--- config.mk ---
export PLATFORM = sky130hd
export DESIGN_NAME = stopwatch_ctrl_flat
export DESIGN_NICKNAME = d
export VERILOG_FILES = /design/src/rtl/stopwatch_ctrl_if.sv /design/src/rtl/stopwatch_ctrl.sv /design/src/flat_wrapper.sv
export SDC_FILE = /design/constraint.sdc
export NUM_CORES = 1
export LEC_CHECK = 0
export BUFFER_PORTS_ARGS = -buffer_cell sky130_fd_sc_hd__buf_4
export CAP_MARGIN = 30
export CORE_MARGIN = 2
export CORE_UTILIZATION = 46
export CTS_BUF_LIST = sky130_fd_sc_hd__clkbuf_8
export CTS_CLUSTER_DIAMETER = 100
export DETAILED_ROUTE_END_ITERATION = 10
export HOLD_SLACK_MARGIN = 0.02
export PLACE_DENSITY_LB_ADDON = 0.08
export SLEW_MARGIN = 20
export SYNTH_ARGS = -nofsm -noshare
export SYNTH_HDL_FRONTEND = slang
export SYNTH_SLANG_ARGS = --single-unit
export TNS_END_PERCENT = 10
--- constraint.sdc ---
create_clock -name clk_out -period 4.3 [get_ports clk_out]
set_input_delay 0.43 -clock clk_out [delete_from_list [all_inputs] [get_ports clk_out]]
set_output_delay 0.43 -clock clk_out [all_outputs]
set_load 0.05 [all_outputs]
--- src/rtl/stopwatch_ctrl_if.sv ---
// Control/data bundle between the stopwatch controller and its
// surroundings: pulses in, chain value in, step/clear/display out.
interface stopwatch_ctrl_if;
  logic        start_stop;
  logic        lap_reset;
  logic [15:0] count_value;
  logic        top_over;
  logic        increase;
  logic        clear;
  logic [15:0] disp_value;
  logic [2:0]  state;
  logic        running;

  modport master (
    output start_stop, lap_reset,
    output count_value, top_over,
    input  increase, clear,
    input  disp_value, state, running
  );

  modport slave (
    input  start_stop, lap_reset,
    input  count_value, top_over,
    output increase, clear,
    output disp_value, state, running
  );
endinterface

--- src/rtl/stopwatch_ctrl.sv ---
// Run/pause/lap/reset controller for a BCD stopwatch digit chain.
// Define STOPWATCH_WRAP_EN to wrap at full scale instead of stopping.
module stopwatch_ctrl #(
  parameter int TICK_DIV = 100,
  parameter int PRESC_W  = 16
) (
  input  logic clk_out,
  input  logic rst,
  stopwatch_ctrl_if.slave sw
);

  typedef enum logic [2:0] {
    IDLE  = 3'd0,
    RUN   = 3'd1,
    PAUSE = 3'd2,
    LAP   = 3'd3,
    DONE  = 3'd4
  } st_t;

  localparam logic [PRESC_W-1:0] LP_LAST =
    PRESC_W'(TICK_DIV - 1);

  st_t                r_state;
  st_t                w_next;
  logic [PRESC_W-1:0] r_presc;
  logic [15:0]        r_disp;
  logic               r_clear;
  logic               r_running;
  logic               w_active;
  logic               w_inc;
  logic               w_full;
  logic               w_clr;
  logic               w_hold;

  assign w_active = (r_state == RUN) ||
                    (r_state == LAP);
  assign w_inc    = w_active &&
                    (r_presc == LP_LAST);

`ifdef STOPWATCH_WRAP_EN
  assign w_full = 1'b0;
`else
  assign w_full = w_inc && sw.top_over;
`endif

  always_comb begin
    w_next = IDLE;
    w_clr  = 1'b0;
    case (r_state)
      IDLE: begin
        if (sw.start_stop) begin
          w_next = RUN;
        end else begin
          w_next = IDLE;
          w_clr  = sw.lap_reset;
        end
      end
      RUN: begin
        if (w_full)              w_next = DONE;
        else if (sw.start_stop)  w_next = PAUSE;
        else if (sw.lap_reset)   w_next = LAP;
        else                     w_next = RUN;
      end
      LAP: begin
        if (w_full)              w_next = DONE;
        else if (sw.start_stop)  w_next = PAUSE;
        else if (sw.lap_reset)   w_next = RUN;
        else                     w_next = LAP;
      end
      PAUSE: begin
        if (sw.start_stop) begin
          w_next = RUN;
        end else if (sw.lap_reset) begin
          w_next = IDLE;
          w_clr  = 1'b1;
        end else begin
          w_next = PAUSE;
        end
      end
`ifndef STOPWATCH_WRAP_EN
      DONE: begin
        if (sw.lap_reset) begin
          w_next = IDLE;
          w_clr  = 1'b1;
        end else begin
          w_next = DONE;
        end
      end
`endif
      default: w_next = IDLE;
    endcase
  end

  // display is frozen only while staying in LAP or DONE
  assign w_hold =
    ((r_state == LAP)  && (w_next == LAP)) ||
    ((r_state == DONE) && (w_next == DONE));

  always_ff @(posedge clk_out) begin
    if (rst) begin
      r_state   <= IDLE;
      r_presc   <= '0;
      r_disp    <= '0;
      r_clear   <= 1'b0;
      r_running <= 1'b0;
    end else begin
      r_state   <= w_next;
      r_clear   <= w_clr;
      r_running <= (w_next == RUN) ||
                   (w_next == LAP);
      if (w_active) begin
        r_presc <= w_inc ? '0 : r_presc + 1'b1;
      end else if ((r_state == PAUSE) &&
                   (w_next != IDLE)) begin
        r_presc <= r_presc;
      end else begin
        r_presc <= '0;
      end
      if (!w_hold) begin
        r_disp <= sw.count_value;
      end
    end
  end

  assign sw.increase   = w_inc;
  assign sw.clear      = r_clear;
  assign sw.disp_value = r_disp;
  assign sw.state      = r_state;
  assign sw.running    = r_running;

endmodule

--- src/flat_wrapper.sv ---
// flat-port wrapper written by rule: the top's interface ports become plain ports
module stopwatch_ctrl_flat 
#(
  parameter int TICK_DIV = 100,
  parameter int PRESC_W  = 16
)
  (clk_out, rst, sw_start_stop, sw_lap_reset, sw_count_value, sw_top_over, sw_increase, sw_clear, sw_disp_value, sw_state, sw_running);
  stopwatch_ctrl_if sw_i ();
  input  logic clk_out;
  input  logic rst;
  input wire logic [$bits(sw_i.start_stop)-1:0] sw_start_stop;
  input wire logic [$bits(sw_i.lap_reset)-1:0] sw_lap_reset;
  input wire logic [$bits(sw_i.count_value)-1:0] sw_count_value;
  input wire logic [$bits(sw_i.top_over)-1:0] sw_top_over;
  output wire logic [$bits(sw_i.increase)-1:0] sw_increase;
  output wire logic [$bits(sw_i.clear)-1:0] sw_clear;
  output wire logic [$bits(sw_i.disp_value)-1:0] sw_disp_value;
  output wire logic [$bits(sw_i.state)-1:0] sw_state;
  output wire logic [$bits(sw_i.running)-1:0] sw_running;
  assign sw_i.start_stop = sw_start_stop;
  assign sw_i.lap_reset = sw_lap_reset;
  assign sw_i.count_value = sw_count_value;
  assign sw_i.top_over = sw_top_over;
  assign sw_increase = sw_i.increase;
  assign sw_clear = sw_i.clear;
  assign sw_disp_value = sw_i.disp_value;
  assign sw_state = sw_i.state;
  assign sw_running = sw_i.running;
  stopwatch_ctrl #(.TICK_DIV(TICK_DIV), .PRESC_W(PRESC_W)) u_core (.clk_out(clk_out), .rst(rst), .sw(sw_i));
endmodule
# After elaboration in Yosys (flattened, before gate mapping)
# Index checks and enable logic that the tools add are counted.
dict set report word_totals {
  regBits 37
  input_bits 21
  wordCells 43
}
dict set report classes {
  n_addsub 1
  eq_ne 9
  mux 18
  reduce_logical 10
}
# operator n
set op_table {}
lappend op_table {{16-bit two-way mux} 3}
lappend op_table {{3-bit two-way mux} 6}
lappend op_table {{16-bit by 1-bit adder with 16-bit output, second input constant} 1}
lappend op_table {{16-bit by 7-bit == test with 1-bit output, second input constant} 1}
lappend op_table {{3-bit case mux with 5 select lines} 1}
lappend op_table {{3-bit by 2-bit == test with 1-bit output, second input constant} 3}
lappend op_table {{3-bit by 1-bit == test with 1-bit output, second input constant} 2}
lappend op_table {{3-bit == test, second input constant} 2}
lappend op_table {{2-bit two-way mux} 3}
lappend op_table {{1-bit logical AND} 5}
lappend op_table {{1-bit two-way mux} 4}
lappend op_table {{3-bit logical NOT} 1}
lappend op_table {{1-bit logical OR} 3}
lappend op_table {{1-bit case mux with 3 select lines} 1}
lappend op_table {{3-bit nonzero test} 1}
lappend op_table {{2-bit by 1-bit inequality test with 1-bit output, second input constant} 1}

# Longest topological paths before layout
dict set report logic_depth {
  ltp_word 10
  ltp_mapped 7
  ltp_nobuf 6
}

# Least setup slack after synthesis
# Ideal clock, no wire load.
dict set report synth_timing {
  kind {reg-to-output}
  startpoint {register u_core.r_presc[0]}
  endpoint {output port sw_increase}
  arrival_time_ns 1.771
  t_required_ns 3.870
  setup_slack_ns 2.099
  stages_incl_launch_ff 5
  path_buffers 0
  path_cell_list {dfxtp_1 -> ha_1 -> nor4bb_4 -> nand4_2 -> nor2_1}
}
dict set report synth_via {
  elab_chain_cells 2
}
# item line
set synth_rtl {}
lappend synth_rtl {{start, declared} stopwatch_ctrl.sv:25} ;# logic [PRESC_W-1:0] r_presc;
lappend synth_rtl {{start signal, assigned} stopwatch_ctrl.sv:112} ;# r_presc <= w_inc ? '0 : r_presc + 1'b1;
lappend synth_rtl {{start signal, assigned} stopwatch_ctrl.sv:115} ;# r_presc <= r_presc;
lappend synth_rtl {{16-bit by 7-bit == test with 1-bit output} stopwatch_ctrl.sv:38} ;# (r_presc == LP_LAST);
lappend synth_rtl {{1-bit logical AND} stopwatch_ctrl.sv:37} ;# assign w_inc = w_active &&
lappend synth_rtl {{end, declared} flat_wrapper.sv:15} ;# output wire logic [$bits(sw_i.increase)-1:0] sw_increase;
# Every way passes these cells.

# Worst setup path after layout
# Same ends and word-level chain as after synthesis.

==> impl_metrics.toml <==
[sta]
max_freq_ghz = 0.435
finalHoldViolations = 0
setup_viol = 0
period_minus_slack_ps = 2300
rsz0062_at_grt = "no"
slew_headroom_pct = 53.3
finalMaxSlewViolations = 0
tns_ps = 0
fin_ws_ps = 2000
tightest_slew_ps = 695
fin_skew_ps = 4.60
period_share_pct = 53.4

[detailed_routing]
drt_iter0_markers = 75
vias = 1506
drc_errors = 0
first_pass_iters = 4
viasPerCell = 5.38
ant_nets = 0
routed_wl_mm = 3.71
post_drt_wl_per_cell_um = 13.3

[grt]
antenna_found_initial = 0
grt.total_usage_pct = 18.7
grt-ovfl-total = 0
grt_pass1_vias = 1409
grt_max_degree = 32
grt_pass1_wl_mm = 6.32

[die]
dieHeight_um = 65.9
die_x_um = 65.9
core_area_um2 = 3660
pin_count = 43
rows = 22
die_area_um2 = 4340
start_util_pct = 48.1

[finish]
antennaDiodeCount = 0
regArea_um2 = 741
final_cells = 280
area_delta_synth_final_pct = 23.5
nets = 254
fillCellCount = 327
drive_above_1_share_pct = 26.3
multi_input_area_um2 = 950
fin_area_um2 = 2170

[logic_synthesis]
synth_warnings = 0
ys_async_sr_fraction_pct = 0
synth_edf_count = 0
netlist_area_um2 = 1760
ys_seq_area_share_pct = 42.1
syn_area_per_cell_um2 = 9.12
synthDistinctLibCells = 47
synth_nets = 215
synth_flop_cell = "dfxtp_1"
postSynthCellCount = 193
ys_seq_elements = 37

[worst_setup_path]
start_kind = "flip-flop"
crit_type = "reg2out"
critPathBufInv = 1
path_delay_family = "simple AND/OR/NAND/NOR gates"
crit_required_ps = 3870
cp_max_fo = 6
arrival_ps = 1870
crit_path_end_kind = "output port"
cp_slowest_cell = "dfxtp_1"
slowest_delay_ps = 410
crit_chain = "ha_1 -> nor4bb_4 -> nand4_2 -> nor2_1 -> buf_4"

[placement]
pre_cts_ws_ps = 1960
dp_hpwl_mm = 2.71
gp_congestion = 0.857
dp_cells = 273
port_buffers = 42
place_area_um2 = 2060

[run]
max-cap-violations = 0

[cts]
ctsHoldBuffers = 0
cts.path.max_buffers = 2
postCtsSetupRepairBufs = 0
insertion_delay_ps = 290
cts_tree = "built"
cts-buffers-inserted = 5
cts_resized = 0
cts_sinks = 37
root_buffer = "clkbuf_8"
clk_pin_slew_ps = 70
htreeDepth = 2

[pwr]
p_leak_nw = 0.945
power.density_nw_per_um2 = 344
ir_drop_mv = 0.220

[hold_path]
hold_class = "in2reg"

[status]
status = "finished clean"
-- cell type report --
cell class | instances | share of cell area [%]
Clock buffer | 5 | 3.17
Clock inverter | 2 | 1.61
Inverter | 1 | 0.173
Multi-Input combinational cell | 145 | 43.7
Sequential cell | 37 | 34.1
Tap cell | 48 | 2.76
Timing Repair Buffer | 42 | 14.5
-- tightest hold or removal path, cell delays in order --
cell and delay [ps]:
buf_4 80, mux2i_1 50, nor2_1 70
-- worst paths after layout --
path	from	endpoint	slack, ps	cells past startpoint
max	u_core.r_presc[0]	sw_increase	2000	5
max reg2reg	u_core.r_presc[0]	u_core.sw.disp_value[12]	2090	6
min reg2reg	u_core.r_presc[15]	u_core.r_presc[15]	490	1
min	sw_count_value[3]	u_core.sw.disp_value[3]	380	3
-- per-stage QoR --
stage / hold slack [ps] / utilization, % / total power, mW
global route: 387 / 59.4 / 0.781
finish: 382 / 59.4 / 0.749
global placement: 457 / 56.4 / 0.470
CTS: 380 / 59.2 / 0.758
floorplan: 440 / - / 0.436
detailed placement: 475 / 56.4 / 0.473
-- layout by cell type, fill, tap and decap left out, types with 2 or more instances in the layout --
master,instances
clkbuf_8,5
nand2b_1,3
buf_4,42
o21ai_0,8
a31oi_1,4
nor2b_1,3
a21oi_1,8
dfxtp_1,37
nor2_1,26
nor3_1,10
o21a_1,2
nand4_1,2
xor2_1,2
a21o_1,4
or3_1,3
nor4_1,2
nand2_1,16
nand3_1,8
mux2i_1,20
-- synthesized netlist by cell type, types with 2 or more instances --
cell | n | area [um^2]
o21a_1 | 2 | 15.0
dfxtp_1 | 37 | 741
nor2b_1 | 3 | 18.8
xor2_1 | 2 | 17.5
nand2_1 | 16 | 60.1
nor3_1 | 11 | 55.1
o21ai_0 | 8 | 40.0
mux2i_1 | 20 | 200
nand2b_1 | 3 | 18.8
a21oi_1 | 8 | 40.0
nand3_1 | 8 | 40.0
nor4_1 | 2 | 12.5
or3_1 | 3 | 18.8
a31oi_1 | 4 | 25.0
nand4_1 | 2 | 12.5
buf_2 | 2 | 10.0
a21o_1 | 4 | 30.0
buf_4 | 2 | 15.0
clkbuf_1 | 3 | 11.3
nor2_1 | 26 | 97.6
-- report_power, final --
group	switching (mW)	internal [mW]	leakage (nW)	total, mW
Combinational	0.0643	0.0384	0.588	0.103
Sequential	0.00775	0.354	0.303	0.362
Clock	0.116	0.168	0.0540	0.284
Total	0.188	0.561	0.945	0.749
-- flip-flops by register name (all words and copies together), names as in the netlist --
name and flops:
u_core.r_presc 16, u_core.sw.disp_value 16, u_core.sw.state 3, u_core.sw.clear 1, u_core.sw.running 1
-- metal layers --
layer / vias to the layer above / part of all wire [%] / global-route usage, %
li1: 768 / - / -
met1: 698 / 45 / 23.9
met2: 35 / 49 / 30.3
met3: 5 / 4.9 / 4.77
met4: 0 / 0.92 / 6.77
met5: - / 0 / 0
-- cells by family after synthesis --
| family | count (synthesis) | synth area share (%) |
|---|---|---|
| AO/OA/AOI/OAI | 32 | 12.2 |
| adder cells (fa/ha/maj) | 1 | 0.711 |
| multiplexers | 21 | 12.0 |
| flip-flops | 37 | 42.1 |
| XOR/XNOR | 2 | 0.995 |
| AND/OR/NAND/NOR | 89 | 27.8 |
| buffers and inverters | 11 | 4.26 |
Note: power is estimated with default switching activity, not from simulation.
